## config.mk

```make
export PLATFORM = sky130hd
export DESIGN_NAME = alu_exec
export DESIGN_NICKNAME = d
export VERILOG_FILES = /design/src/rtl/alu_pkg.sv /design/src/rtl/mul_iter.sv /design/src/rtl/alu_exec.sv
export SDC_FILE = /design/constraint.sdc
export NUM_CORES = 1
export LEC_CHECK = 0
export ABC_AREA = 1
export CORE_ASPECT_RATIO = 1.1
export CORE_MARGIN = 2
export CORE_UTILIZATION = 50
export DETAILED_ROUTE_END_ITERATION = 10
export PLACE_DENSITY_LB_ADDON = 0.25
export SYNTH_ARGS = -nofsm -noshare
export SYNTH_HDL_FRONTEND = slang
export SYNTH_SLANG_ARGS = --single-unit
```

## constraint.sdc

```tcl
create_clock -name clk -period 6.1 [get_ports clk]
set_clock_uncertainty 0.05 [all_clocks]
set_input_delay 0.61 -clock clk [delete_from_list [all_inputs] [get_ports clk]]
set_output_delay 0.61 -clock clk [all_outputs]
set_load 0.02 [all_outputs]
```

## src/rtl/alu_pkg.sv

```systemverilog
// Shared definitions for the execute stage: ALU control codes and the
// sequencing state encoding used by alu_exec and the ALU-control decoder.
package alu_pkg;

    localparam logic [3:0] OP_AND = 4'd0;
    localparam logic [3:0] OP_OR  = 4'd1;
    localparam logic [3:0] OP_ADD = 4'd2;
    localparam logic [3:0] OP_MUL = 4'd3;
    localparam logic [3:0] OP_SUB = 4'd6;
    localparam logic [3:0] OP_SLT = 4'd7;
    localparam logic [3:0] OP_NOR = 4'd12;
    localparam logic [3:0] OP_XOR = 4'd13;

    typedef enum logic [1:0] {
        ST_IDLE = 2'd0,
        ST_MUL  = 2'd1,
        ST_DONE = 2'd2
    } state_t;

    function automatic logic isMulOp(input logic [3:0] op);
        return op == OP_MUL;
    endfunction

endpackage

```

## src/rtl/mul_iter.sv

```systemverilog
// Iterative shift-add multiplier keeping the low WIDTH bits of the product.
// The first partial product is folded into the start edge so that done rises
// after MUL_CYCLES edges, letting the parent load the result on edge MUL_CYCLES.
module mul_iter #(
    parameter int WIDTH      = 32,
    parameter int MUL_CYCLES = WIDTH
) (
    input  logic             clk,
    input  logic             rst_n,
    input  logic             start,
    input  logic [WIDTH-1:0] a,
    input  logic [WIDTH-1:0] b,
    output logic             done,
    output logic [WIDTH-1:0] product
);

    localparam int CW = $clog2(MUL_CYCLES + 1);

    logic             r_running;
    logic [CW-1:0]    r_cnt;
    logic [WIDTH-1:0] r_acc;
    logic [WIDTH-1:0] r_mcand;
    logic [WIDTH-1:0] r_mplier;

    always_ff @(posedge clk or negedge rst_n) begin
        if (!rst_n) begin
            r_running <= 1'b0;
            r_cnt     <= '0;
            r_acc     <= '0;
            r_mcand   <= '0;
            r_mplier  <= '0;
        end else if (start) begin
            r_running <= 1'b1;
            r_cnt     <= CW'(1);
            r_acc     <= b[0] ? a : '0;
            r_mcand   <= a << 1;
            r_mplier  <= b >> 1;
        end else if (r_running) begin
            if (r_cnt == CW'(MUL_CYCLES)) begin
                r_running <= 1'b0;
                r_cnt     <= '0;
            end else begin
                r_cnt    <= r_cnt + CW'(1);
                if (r_mplier[0]) begin
                    r_acc <= r_acc + r_mcand;
                end
                r_mcand  <= r_mcand << 1;
                r_mplier <= r_mplier >> 1;
            end
        end
    end

    assign done    = r_running && (r_cnt == CW'(MUL_CYCLES));
    assign product = r_acc;

endmodule

```

## src/rtl/alu_exec.sv

```systemverilog
// Execute-stage ALU with a valid/ready request port and a registered result
// port; single-cycle ops complete in one edge, MUL runs on mul_iter.
module alu_exec
    import alu_pkg::*;
#(
    parameter int WIDTH      = 32,
    parameter int MUL_CYCLES = WIDTH
) (
    input  logic             clk,
    input  logic             rst_n,
    input  logic             in_valid,
    output logic             in_ready,
    input  logic [3:0]       aluctl,
    input  logic [WIDTH-1:0] a,
    input  logic [WIDTH-1:0] b,
    output logic             out_valid,
    input  logic             out_ready,
    output logic [WIDTH-1:0] result,
    output logic             zero,
    output logic             overflow,
    output logic             busy
);

    state_t           r_state;
    logic             r_busy;
    logic             r_outValid;
    logic [WIDTH-1:0] r_result;
    logic             r_zero;
    logic             r_overflow;

    logic [WIDTH-1:0] w_sum;
    logic [WIDTH-1:0] w_diff;
    logic [WIDTH-1:0] w_aluRes;
    logic             w_addOvf;
    logic             w_subOvf;
    logic             w_aluOvf;
    logic             w_accept;
    logic             w_mulStart;
    logic             w_mulDone;
    logic [WIDTH-1:0] w_product;

    assign in_ready   = (r_state == ST_IDLE) && (!r_outValid || out_ready);
    assign w_accept   = in_valid && in_ready;
    assign w_mulStart = w_accept && isMulOp(aluctl);

    // SLT uses sign XOR overflow so it stays correct when a-b wraps.
    always_comb begin
        w_sum    = a + b;
        w_diff   = a - b;
        w_addOvf = (a[WIDTH-1] == b[WIDTH-1]) && (w_sum[WIDTH-1] != a[WIDTH-1]);
        w_subOvf = (a[WIDTH-1] != b[WIDTH-1]) && (w_diff[WIDTH-1] != a[WIDTH-1]);
        w_aluRes = '0;
        w_aluOvf = 1'b0;
        case (aluctl)
            OP_AND: w_aluRes = a & b;
            OP_OR:  w_aluRes = a | b;
            OP_ADD: begin
                w_aluRes = w_sum;
                w_aluOvf = w_addOvf;
            end
            OP_SUB: begin
                w_aluRes = w_diff;
                w_aluOvf = w_subOvf;
            end
            OP_SLT: w_aluRes = {{(WIDTH-1){1'b0}}, w_diff[WIDTH-1] ^ w_subOvf};
            OP_NOR: w_aluRes = ~(a | b);
            OP_XOR: w_aluRes = a ^ b;
            default: begin
                w_aluRes = '0;
                w_aluOvf = 1'b0;
            end
        endcase
    end

    mul_iter #(
        .WIDTH      (WIDTH),
        .MUL_CYCLES (MUL_CYCLES)
    ) u_mul (
        .clk     (clk),
        .rst_n   (rst_n),
        .start   (w_mulStart),
        .a       (a),
        .b       (b),
        .done    (w_mulDone),
        .product (w_product)
    );

    always_ff @(posedge clk or negedge rst_n) begin
        if (!rst_n) begin
            r_state <= ST_IDLE;
            r_busy  <= 1'b0;
        end else begin
            case (r_state)
                ST_IDLE: begin
                    if (w_mulStart) begin
                        r_state <= ST_MUL;
                        r_busy  <= 1'b1;
                    end
                end
                ST_MUL: begin
                    if (w_mulDone) begin
                        r_state <= ST_DONE;
                        r_busy  <= 1'b0;
                    end
                end
                ST_DONE: begin
                    if (r_outValid && out_ready) begin
                        r_state <= ST_IDLE;
                    end
                end
                default: begin
                    r_state <= ST_IDLE;
                    r_busy  <= 1'b0;
                end
            endcase
        end
    end

    // A load takes priority over a drain so back-to-back ops keep out_valid high.
    always_ff @(posedge clk or negedge rst_n) begin
        if (!rst_n) begin
            r_outValid <= 1'b0;
            r_result   <= '0;
            r_zero     <= 1'b1;
            r_overflow <= 1'b0;
        end else if (w_accept && !isMulOp(aluctl)) begin
            r_outValid <= 1'b1;
            r_result   <= w_aluRes;
            r_zero     <= (w_aluRes == '0);
            r_overflow <= w_aluOvf;
        end else if ((r_state == ST_MUL) && w_mulDone) begin
            r_outValid <= 1'b1;
            r_result   <= w_product;
            r_zero     <= (w_product == '0);
            r_overflow <= 1'b0;
        end else if (r_outValid && out_ready) begin
            r_outValid <= 1'b0;
        end
    end

    assign out_valid = r_outValid;
    assign result    = r_result;
    assign zero      = r_zero;
    assign overflow  = r_overflow;
    assign busy      = r_busy;

endmodule
```

After elaboration in Yosys (flattened, before gate mapping) --
Cells that the tools add are included.
Cells by class: add/subtract/negate cells 4, equal/unequal tests 18, muxes and demuxes 35, bitwise logic cells 6, reduce and logical (&&, ||, !) cells 24
Operator list (count):
- 32-bit two-way mux | 13
- 32-bit one-hot mux with 7 select lines | 1
- 32-bit adder | 2
- 32-bit zero test | 2
- 32-bit AND | 1
- 32-bit NOT | 1
- 32-bit OR | 1
- 32-bit subtractor | 1
- 32-bit bitwise XOR | 1
- 6-bit two-way mux | 3
- 1-bit two-way mux | 12
- 1-bit logical AND | 9
- 3-bit AND reduction | 3
- 4-bit by 2-bit == test with 1-bit output (second input constant) | 2
- 4-bit by 3-bit == test with 1-bit output (second input constant) | 2
- 4-bit == test (second input constant) | 2
- 6-bit by 1-bit adder with 6-bit output (second input constant) | 1
- 6-bit == test (second input constant) | 1
- 2-bit two-way mux | 3
- 2-bit one-hot mux with 3 select lines | 1
- 2-bit nonzero test | 3
- 4-bit by 1-bit == test with 1-bit output (second input constant) | 1
- 4-bit zero test | 1
- 2-bit by 1-bit inequality test with 1-bit output (second input constant) | 2
- other kinds (14) | 18
Storage, ports and cells: register bits after elaboration 141, input port bits 72, output and inout port bits 37, word-level logic and storage cells 98

Depth between registers and ports, before layout --
depth in word-level cells 7, depth in mapped cells 29, depth with buffers taken out 28

By module --
From an unflattened synthesis, not the netlist that was laid out.
Unflattened totals: cells, all modules 2617, area, all modules 15636.2 sq um
Modules (own cells, without submodules):
- alu_exec | instances 1, cells each 1584, area each 8747.1 sq um, seq. area each 952.2 sq um
- mul_iter | instances 1, cells each 1033, area each 6889.1 sq um, seq. area each 2527.4 sq um

Worst setup path before layout --
Ideal clock, no wire load.
path kind input-to-reg, start in a[14], end reg r_zero, in the netlist zero, library setup time 73 ps, data arrival time 3257 ps, data required time 5977 ps, setup slack 2720 ps, stages on the path 26, path buffers 1, path through inv_1 -> ha_1 -> buf_4 -> nor2_1 -> inv_1 -> nor3_2 -> and2_1 -> nand2_1 -> nand2_1 -> nand2_1 -> nand2_1 -> a21oi_1 -> fa_1 -> nand3_1 -> o22ai_1 -> nor2_1 -> nand2_1 -> nor2_1 -> nand2_1 -> nor2_1 -> nand2_1 -> nor2_1 -> nand3_1 -> nor2_1 -> nand3_1 -> a21oi_1
On the way: longest elaborated chain between the ends 7, elaborated cells on any way between the ends 12, classes of those cells add/sub: 2; eq/ne: 1; mux: 2; bitwise: 5; reduce/logical: 2
RTL lines:
- start, declared | line alu_exec.sv:14 | input logic [WIDTH-1:0] a,
- 32-bit subtractor | line alu_exec.sv:49 | w_diff = a - b;
- 1-bit inequality test | line alu_exec.sv:51 | w_subOvf = (a[WIDTH-1] != b[WIDTH-1]) && (w_diff[WIDTH-1] != a[WIDTH-1]);
- 1-bit logical AND | line alu_exec.sv:51
- 1-bit bitwise XOR | line alu_exec.sv:65 | OP_SLT: w_aluRes = {{(WIDTH-1){1'b0}}, w_diff[WIDTH-1] ^ w_subOvf};
- 32-bit one-hot mux with 7 select lines (*) | line alu_exec.sv:54 | case (aluctl)
- 32-bit zero test (*) | line alu_exec.sv:129 | r_zero <= (w_aluRes == '0);
- 1-bit two-way mux (*) | line alu_exec.sv:126 | end else if (w_accept && !isMulOp(aluctl)) begin
- end signal, assigned | line alu_exec.sv:129
- end signal, assigned | line alu_exec.sv:134 | r_zero <= (w_product == '0);
- end, declared | line alu_exec.sv:28 | logic r_zero;
Mark *: on every way between the ends. The rest lies on a longest branch, timed or not. A chain may end at the register's enable or synchronous reset.

Final worst setup path --
start in a[23], end reg r_zero, in the netlist zero
The elaborated chain is that of the path after synthesis.

==> run summary <==
The flow ran to the end, and the final reports show no timing, DRC or antenna violations. The run gives 0.02863 sq mm as the core area. All-layer global routing usage: 39.74%. For the via count, the log shows 16410. The count of hold buffers inserted by post-cts repair was 0; the post-synthesis sequential element count was 139.

The tools report the number of hold violations in the final report as 0. The worst setup path is launched from a primary input. The headroom to the max-slew limit is 27.06%. Yosys mapped a number of flops with a built-in enable equal to 0.

TritonCTS created 17 clock buffers. For the pin with the worst max-slew slack, the measured transition is 1.092 ns. The wire length per cell after detailed routing is 22.10 um. Across the VDD grid, the largest voltage drop is 0.3858 mV. In this run, flip-flops and latches consume 28.3% of the power. The clock insertion delay at the later pin of the skew report was 0.42 ns. The post-CTS clock slew at the launch and capture registers of the worst setup and hold paths is 0.06 ns, and the count of antenna diodes in the layout is 0. The analysis attributes to cell leakage a power of 8.387 nW.

Once layout is complete, the cells apart from fillers number 2741. For this design the ratio of total power to cell area is 344.3 mW/mm^2. Entering global routing, the biggest net connects 76 pins. The library cell occupying the most area in the post-synthesis netlist is dfrtp_1.

The number of nets handed over by synthesis was 2502. Share of the synthesized area in the top cell type: 23.86%. Measured along the x axis, the die boundary spans 166.2 um. In this run the vertical extent of the chip is 182.5 um. Synthesis instantiated 50 different standard cells from the library. Gates resized during post-CTS repair numbered 0. The commonest register cell after synthesis was dfrtp_1. During placement, the flow inserted port buffers numbering 108.

The detail-routed via count per cell is 5.988, and the number of filler instances in the final layout is 2811. The tree is rooted in a clkbuf_16. The total clock sinks is 139.

TritonCTS built the clock tree. Post-synth design cell area: 0.01448 sq mm. Dividing the final minimum period by the clock period gives 75.95%.

The minimum clock period came out at 4.633 ns. The H-tree was split into 4 levels. By startpoint and endpoint, the worst setup path is classified as in -> reg. The detailed router finished its first iteration with 1816 violations. After routing, the total negative slack on setup checks comes to 0 ns.

The tools report the number of warnings issued by yosys as 0. The floorplan step defined a die boundary enclosing 0.03033 sq mm. The total overflow left after global routing is 0.

For this run, design rule violations remaining after detail routing come to 0. The number of max-slew violations in the final report is 0, and the signed area change from the synthesized netlist to the final layout is 13.01%. In this run the worst path has a maximum fanout of 9. Setup violations remaining at the end of the flow were counted as 0.

The HPWL after detailed placement is 47540 um. The count of nets left with antenna violations once routing finished came out at 0. Combinational power share: 54.4%.

The path class of the tightest hold or removal check is in -> async. The slowest stage of the critical path is the clkdlybuf4s50_1 cell. The internal power consumption came out at 0.002944 W. Setup repair after global routing left no endpoint under its margin. The number of violations of the max-capacitance limit came out at 0.

At the end of routability-driven placement, the weighted congestion stood at 1.001. The first-pass GRT wire length is 91970 um, and the clock power share is 17.3%. The post-route netlist has 3.919% of its cells at a drive strength greater than 1.

109 I/O pins were placed. For the initial antenna violation count, the log shows 0. The longest clock path from root to sink contains 2 buffers. The cell count after synthesis came out at 2293.

By area the synthesized netlist is led by dfrtp_1, nand2_1, ha_1. Sequential elements use 24.04% of the synthesized area. The run gives 57.14% as the post-layout utilization of the core. The via count of the first global-routing pass was 15820; the async set-or-reset flop fraction in the synthesized netlist was 100.0%. The tools report the critical path endpoint category as a flip-flop. The initialized floorplan defines 65 standard-cell rows.

Summed over all nets, the switching power comes to 0.002689 W. Before antenna repair, the detailed router went through 6 iterations. Static timing analysis puts the maximum clock frequency at 0.2159 GHz. The switching power as a share of total power came out at 47.74%. The run gives 60580 um as the aggregate routed wire length.

The worst endpoint data arrival time was 4.93 ns; the length in cells of the worst reg-to-reg path was 10. After detailed placement, the design holds a cell count of 2710. The average cell area after synthesis was 6.313 sq um; the initial standard-cell utilization of the core was 50.56%. For this run, the post-layout net count is 2570.

The most numerous cell type found on the critical path is nand2_1. Once the clock tree was built, the setup fixing pass inserted 0 buffers. STA puts the critical path data required time at 6.40 ns. The longest individual stage delay on the worst path is 0.58 ns.
## synth_stat cells (4+ instances only)
cell	n
fa_1	4
o21ai_0	95
a221oi_1	13
dfrtp_1	138
nor4_1	11
a211oi_1	12
ha_1	133
buf_4	6
inv_1	388
a21o_1	5
nor3_1	24
o221ai_1	57
clkbuf_1	35
nor2_1	192
a31oi_1	18
o21bai_1	14
o211ai_1	31
nand3_1	205
buf_1	4
buf_2	32
nand4_1	23
nor3_2	7
xor2_1	9
nor2_2	8
nand2_1	638
nand2_2	7
inv_2	4
a21oi_1	114
o22ai_1	26
## cell usage in the layout (no fill, tap or decap), drive strengths merged, types with 24 or more instances in the layout
master,instances
o211ai,31
nand3,207
a21oi,117
nand2,645
dfrtp,138
o22ai,26
buf,24
nor3,31
clkdlybuf4s50,107
ha,133
nor2,200
inv,392
o21ai,98
o221ai,57
## worst paths after layout
path / startpoint / to / slack (ns)
max: a[23] / zero / 1.47
min: rst_n / out_valid / 0.16
max reg2reg: out_valid / result[24] / 2.94
min reg2reg: u_mul.r_mplier[1] / u_mul.r_mplier[1] / 0.44
max in group asynchronous: rst_n / result[29] / 4.48
min in group clk: u_mul.r_mplier[1] / u_mul.r_mplier[1] / 0.44
## final cells by class
class	instances	area [sq um]	share of cell area, %
Clock buffer	23	467.9	2.861
Tap cell	368	460.4	2.815
Clock inverter	8	70.07	0.4283
Sequential cell	139	3480	21.27
Inverter	393	1475	9.018
Timing Repair Buffer	131	1255	7.672
Multi-Input combinational cell	1679	9150	55.94
## metal layers
| layer | vias up | share of wire [%] | GRT usage, % |
|---|---|---|---|
| met5 | - | 0 | 0 |
| met4 | 0 | 4.8 | 17.83 |
| met3 | 166 | 10 | 7.547 |
| met2 | 938 | 44 | 62.42 |
| met1 | 7683 | 41 | 53.42 |
| li1 | 7627 | - | - |
## critical path, delay by kind of cell
| kind | cells | cell delay [ns] |
|---|---|---|
| AO/OA/AOI/OAI | 3 | 0.30 |
| adder cells (fa/ha/maj) | 2 | 0.77 |
| buffers and inverters | 3 | 0.88 |
| AND/OR/NAND/NOR | 19 | 2.36 |
## sequential cells by signal (all words and copies together) (netlist names)
| signal | flops |
|---|---|
| u_mul.r_mplier | 31 |
| busy | 1 |
| u_mul.r_cnt | 6 |
| overflow | 1 |
| u_mul.r_running | 1 |
| u_mul.product | 32 |
| out_valid | 1 |
| zero | 1 |
| result | 32 |
| r_state | 2 |
| u_mul.r_mcand | 31 |
## stage by stage
stage	total power (W)	hold slack [ns]	instance area [sq um]	setup slack, ns
6_report	0.005633	0.1632	16360	1.467
4_1_cts	0.005560	0.1844	16360	1.608
3_5_place_dp	0.004566	0.4254	15820	1.183
3_3_place_gp	0.004524	0.4249	15820	1.232
5_1_grt	0.006035	0.2043	16360	1.299
2_1_floorplan	0.003531	0.2644	14480	2.720
## cells by family (layout without fill, tap and decap cells)
family	after synthesis	after routing	share of synthesized area, %
AND/OR/NAND/NOR	1124	1124	32.48
buffers and inverters	475	555	12.92
AO/OA/AOI/OAI	406	406	17.78
flip-flops	139	139	24.04
adder cells (fa/ha/maj)	137	137	12.05
XOR/XNOR	12	12	0.7261
## power by group through the flow
stage,registers [W],clock network (W),logic [W]
floorplan,0.00159,0,0.00194
global placement,0.00158,0,0.00294
detailed placement,0.00159,0,0.00298
CTS,0.00158,0.000981,0.00300
global route,0.00163,0.00102,0.00339
finish,0.00159,0.000977,0.00306
Power figures use the tool's default switching activity.
